===== src/rtl/calc_result_display.sv =====
// Result display back-end: captures an arithmetic result, converts the 12-bit
// magnitude to BCD by sequential double-dabble, and scans a 4-digit 7-seg display.
module calc_result_display #(
    parameter int SCAN_DIV = 50000,
    parameter bit BLANK_LZ = 1'b1
) (
    input  logic        CLK,
    input  logic        RSTN,
    input  logic        load,
    input  logic [1:0]  ope,
    input  logic [15:0] acc_status,
    output logic        busy,
    output logic [3:0]  an_n,
    output logic [6:0]  seg_n,
    output logic        led_neg,
    output logic        led_err,
    output logic [3:0]  led_rem
);
    localparam int CW = (SCAN_DIV > 2) ? $clog2(SCAN_DIV) : 1;

    // Internal digit codes: 0-9 numeric, plus letters and blank
    localparam logic [3:0] D_R   = 4'hA;
    localparam logic [3:0] D_E   = 4'hE;
    localparam logic [3:0] D_BLK = 4'hF;

    typedef enum logic [1:0] {IDLE, START, CONV, DONE} state_t;

    state_t          state, state_nx;
    logic [11:0]     mag;
    logic            neg_q, err_q;
    logic [3:0]      rem_q;
    logic [27:0]     sreg, adj;
    logic [3:0]      iter;
    logic [3:0][3:0] dig, dig_nx;
    logic [CW-1:0]   scan_cnt;
    logic [1:0]      idx;
    logic [15:0]     bcd;
    logic            cap_err;

    always_comb begin
        state_nx = state;
        case (state)
            IDLE:    if (load) state_nx = START;
            START:   state_nx = CONV;
            CONV:    if (iter == 4'd11) state_nx = DONE;
            DONE:    state_nx = IDLE;
            default: state_nx = IDLE;
        endcase
    end

    assign busy    = (state == CONV) || (state == DONE);
    assign cap_err = (ope == 2'b11) && (acc_status == 16'h0001);

    // One double-dabble step: add 3 to any BCD nibble >= 5 before the shift
    always_comb begin
        adj = sreg;
        for (int i = 0; i < 4; i++)
            if (sreg[12+4*i +: 4] >= 4'd5)
                adj[12+4*i +: 4] = sreg[12+4*i +: 4] + 4'd3;
    end

    assign bcd = sreg[27:12];

    always_comb begin
        dig_nx = bcd;
        if (BLANK_LZ && bcd[15:12] == 4'd0) begin
            dig_nx[3] = D_BLK;
            if (bcd[11:8] == 4'd0) begin
                dig_nx[2] = D_BLK;
                if (bcd[7:4] == 4'd0) dig_nx[1] = D_BLK;
            end
        end
        if (err_q) dig_nx = {D_E, D_R, D_R, D_BLK};
    end

    always_ff @(posedge CLK or negedge RSTN) begin
        if (!RSTN) begin
            state   <= IDLE;
            mag     <= '0;
            neg_q   <= 1'b0;
            err_q   <= 1'b0;
            rem_q   <= '0;
            sreg    <= '0;
            iter    <= '0;
            dig     <= {D_BLK, D_BLK, D_BLK, 4'd0};
            led_neg <= 1'b0;
            led_err <= 1'b0;
            led_rem <= '0;
        end else begin
            state <= state_nx;
            case (state)
                IDLE: if (load) begin
                    mag   <= acc_status[15:4];
                    neg_q <= (ope == 2'b01) && (acc_status[3:0] == 4'h1);
                    err_q <= cap_err;
                    rem_q <= (ope == 2'b11 && !cap_err) ? acc_status[3:0] : 4'h0;
                end
                START: begin
                    sreg <= {16'h0000, mag};
                    iter <= '0;
                end
                CONV: begin
                    sreg <= {adj[26:0], 1'b0};
                    iter <= iter + 4'd1;
                end
                DONE: begin
                    dig     <= dig_nx;
                    led_neg <= neg_q;
                    led_err <= err_q;
                    led_rem <= rem_q;
                end
                default: ;
            endcase
        end
    end

    // Digit scan keeps running regardless of conversion state
    always_ff @(posedge CLK or negedge RSTN) begin
        if (!RSTN) begin
            scan_cnt <= '0;
            idx      <= '0;
        end else if (scan_cnt == CW'(SCAN_DIV - 1)) begin
            scan_cnt <= '0;
            idx      <= idx + 2'd1;
        end else begin
            scan_cnt <= scan_cnt + 1'b1;
        end
    end

    assign an_n = ~(4'b0001 << idx);

    always_comb begin
        case (dig[idx])
            4'd0:    seg_n = 7'b1000000;
            4'd1:    seg_n = 7'b1111001;
            4'd2:    seg_n = 7'b0100100;
            4'd3:    seg_n = 7'b0110000;
            4'd4:    seg_n = 7'b0011001;
            4'd5:    seg_n = 7'b0010010;
            4'd6:    seg_n = 7'b0000010;
            4'd7:    seg_n = 7'b1111000;
            4'd8:    seg_n = 7'b0000000;
            4'd9:    seg_n = 7'b0010000;
            D_E:     seg_n = 7'b0000110;
            D_R:     seg_n = 7'b0101111;
            default: seg_n = 7'b1111111;
        endcase
    end
endmodule


===== config.mk =====
export PLATFORM = sky130hd
export DESIGN_NAME = calc_result_display
export DESIGN_NICKNAME = d
export VERILOG_FILES = /design/src/rtl/calc_result_display.sv
export SDC_FILE = /design/constraint.sdc
export NUM_CORES = 1
export LEC_CHECK = 0
export BUFFER_PORTS_ARGS = -buffer_cell sky130_fd_sc_hd__buf_2
export CAP_MARGIN = 20
export CORE_ASPECT_RATIO = 2
export CORE_MARGIN = 3
export CORE_UTILIZATION = 41
export CTS_CLUSTER_SIZE = 30
export DETAILED_ROUTE_END_ITERATION = 10
export HOLD_SLACK_MARGIN = 0.05
export SETUP_SLACK_MARGIN = 0.05
export SLEW_MARGIN = 20
export SYNTH_ARGS = -nofsm -noshare
export SYNTH_HDL_FRONTEND = slang
export SYNTH_SLANG_ARGS = --single-unit

===== constraint.sdc =====
create_clock -name CLK -period 7.45 [get_ports CLK]
set_input_delay 1.49 -clock CLK [delete_from_list [all_inputs] [get_ports CLK]]
set_output_delay 1.49 -clock CLK [all_outputs]
set_load 0.02 [all_outputs]

==> impl_metrics.sql <==
INSERT INTO impl_metrics (metric_group, metric, value, unit) VALUES
('global_routing', 'groute.usage.overall', '15.9', '%'),
('drt', 'first_pass_iters', '4', ''),
('logic_synthesis', 'ys_types', '47', ''),
('clock_network', 'clock_sinks', '92', ''),
('layout', 'syn2layout_area_growth', '13.5', '%'),
('drt', 'num_vias', '3152', ''),
('clock_network', 'ctsRootBufferMaster', 'clkbuf_16', ''),
('place', 'place_worst_setup_slack', '3.55', 'ns'),
('clock_network', 'cts_resized', '0', ''),
('setup_path', 'rrSetupSlack', '5.40', 'ns'),
('worst_hold_path', 'hold_path.startpoint', 'neg_q', ''),
('global_routing', 'vias_in_the_first_global_route', '3278', ''),
('drt', 'via_per_inst', '5.19', ''),
('power', 'design_power_total', '1.82', 'mW'),
('logic_synthesis', 'synth_area', '0.00461', 'mm2'),
('sta', 'hold_viol_final', '0', ''),
('logic_synthesis', 'synth.yosys.seq_area_share', '50.3', '%'),
('global_routing', 'grt_first_pass_wirelength', '15.6', 'mm'),
('logic_synthesis', 'synth_edf_count', '0', ''),
('setup_path', 'crit-reg2reg-capture', 'sreg[20]', ''),
('clock_network', 'path_clk_slew', '0.07', 'ns'),
('power', 'leakage', '2.33', 'nW'),
('clock_network', 'numCtsBuffers', '9', ''),
('floorplanning', 'floorplan.rows', '54', ''),
('job', 'drv_cap', '0', ''),
('floorplanning', 'initial_core_utilization', '42.1', '%'),
('logic_synthesis', 'synth.area.top_cells', 'dfrtp_1, dfstp_2, ha_1', ''),
('setup_path', 'worst_r2r_startpoint', 'state[0]', ''),
('drt', 'detail-route-antenna-nets', '0', ''),
('sta', 'minimum_hold_slack', '0.488', 'ns'),
('setup_path', 'setup.worst_path.start_class', 'register', ''),
('sta', 'finalClockSkew', '0.00920', 'ns'),
('worst_hold_path', 'worstHoldEndpoint', 'neg_q', ''),
('layout', 'mostFrequentLayoutCell', 'dfrtp_1', ''),
('layout', 'layout.nets', '508', ''),
('power', 'vdd_drop_max', '297', 'uV'),
('floorplanning', 'floorplan.die.width', '81.0', 'um'),
('setup_path', 'timing.setup.critical_path_class', 'reg2out', ''),
('setup_path', 'cp_data_arrival_time', '2.78', 'ns'),
('sta', 'min_cycle_time_layout', '4.27', 'ns'),
('sta', 'finalSetupViolCount', '0', ''),
('setup_path', 'worst_ep_required_time', '5.96', 'ns'),
('logic_synthesis', 'netlist_instances', '425', ''),
('power', 'power.density_cell_area', '349', 'mW/mm2'),
('sta', 'setup_total_negative_slack', '0', 'ns'),
('logic_synthesis', 'yosysWarningCount', '0', ''),
('drt', 'route.detailed.drc', '0', ''),
('sta', 'tcrit_tclk_final', '57.3', '%'),
('sta', 'maxSlewViolCount', '0', ''),
('logic_synthesis', 'leading_register_cell_type_out_of_synthesis', 'dfrtp_1', ''),
('sta', 'tightest_slew', '0.854', 'ns'),
('setup_path', 'cp-startpoint', 'idx[0]', ''),
('worst_hold_path', 'worst_hold_path_type', 'reg2reg', ''),
('clock_network', 'cts-htree-levels', '3', ''),
('setup_path', 'path_max_fanout', '8', ''),
('global_routing', 'maximum_number_of_pins_on_one_net_before_global_route_repair', '69', ''),
('logic_synthesis', 'syn_nets', '470', ''),
('place', 'place_congestion', '0.765', ''),
('sta', 'grt_setup_unrepaired', 'false', ''),
('clock_network', 'worst_skew_pair_latency', '0.34', 'ns'),
('sta', 'max_slew_headroom_at_the_worst_pin', '43.1', '%'),
('sta', 'highest_clock_frequency_the_design_can_meet', '0.234', 'GHz'),
('layout', 'final_core_util', '47.8', '%'),
('floorplanning', 'vertical_die_dimension', '156', 'um'),
('outcome', 'run_status', 'completed', ''),
('floorplanning', 'design.die.area', '0.0126', 'mm2'),
('layout', 'antenna-diode-count', '0', ''),
('layout', 'post_route_cells_drive_above_1_share', '22.3', '%'),
('drt', 'detailedRoute.firstIterationViolations', '133', ''),
('floorplanning', 'pin_count', '39', ''),
('floorplanning', 'placeableCoreArea', '0.0109', 'mm2');
how the worst max path moves through the flow:
stage                          end  slack (ns)
final                     seg_n[6]        3.18
after global routing      seg_n[6]        2.93
after floorplan           seg_n[3]        3.92
after CTS                 seg_n[6]        3.16
after detailed placement  seg_n[6]        3.55
after global placement    seg_n[6]        3.69
flip-flops by register name, indices dropped and copies added (netlist names):
register,cells
sreg,28
dig,16
scan_cnt,16
mag,12
iter,4
led_rem,4
rem_q,4
idx,2
state,2
err_q,1
led_err,1
led_neg,1
neg_q,1
metrics by stage:
stage / std cells / instance area, um2
global route: 607 / 5230
detailed placement: 592 / 4930
global placement: 592 / 4930
floorplan: 425 / 4610
CTS: 607 / 5230
finish: 607 / 5230
Yosys cell counts, drive strengths merged, types with 11 or more instances:
library cell / n
a21oi: 31
ha: 24
mux2: 25
nand2: 20
inv: 26
nor2: 43
xnor2: 11
o21ai: 16
dfrtp: 80
mux2i: 20
dfstp: 12
layer usage:
| layer | share of wire (%) | global-route usage, % |
|---|---|---|
| met4 | 1.9 | 5.80 |
| met5 | 0 | 0 |
| met3 | 2.9 | 3.06 |
| met1 | 39 | 17.9 |
| met2 | 56 | 29.1 |
cells by family after synthesis:
family | synth area share (%)
xor+xnor | 3.80
buf+inv | 3.91
fa+ha+maj | 6.52
simple gates | 12.7
mux | 11.9
flops | 50.3
compound gates | 10.9
report_power, final:
group / internal (mW) / switching (mW) / total [mW]
sequential: 0.615 / 0.0613 / 0.677
combinational: 0.269 / 0.422 / 0.691
clock: 0.261 / 0.195 / 0.456
total: 1.15 / 0.679 / 1.82
layout make-up:
class | count | area (um2)
clock buffers | 9 | 225
clock inverters | 6 | 71.3
fillers | 1075 | 5710
inverters | 27 | 101
multi-input cells | 290 | 2110
flip-flops and latches | 92 | 2320
well taps | 140 | 175
repair buffers | 43 | 230
worst max-delay path: stages (launching register included):
cell and delay, ns:
dfrtp_1 0.56, mux2_2 0.38, o21ai_0 0.51, inv_1 0.20, ha_1 0.24, nand2_1 0.09, o22ai_1 0.09, a31o_1 0.20
buf_2 0.16
No activity file was read; power rests on OpenSTA's default activity.
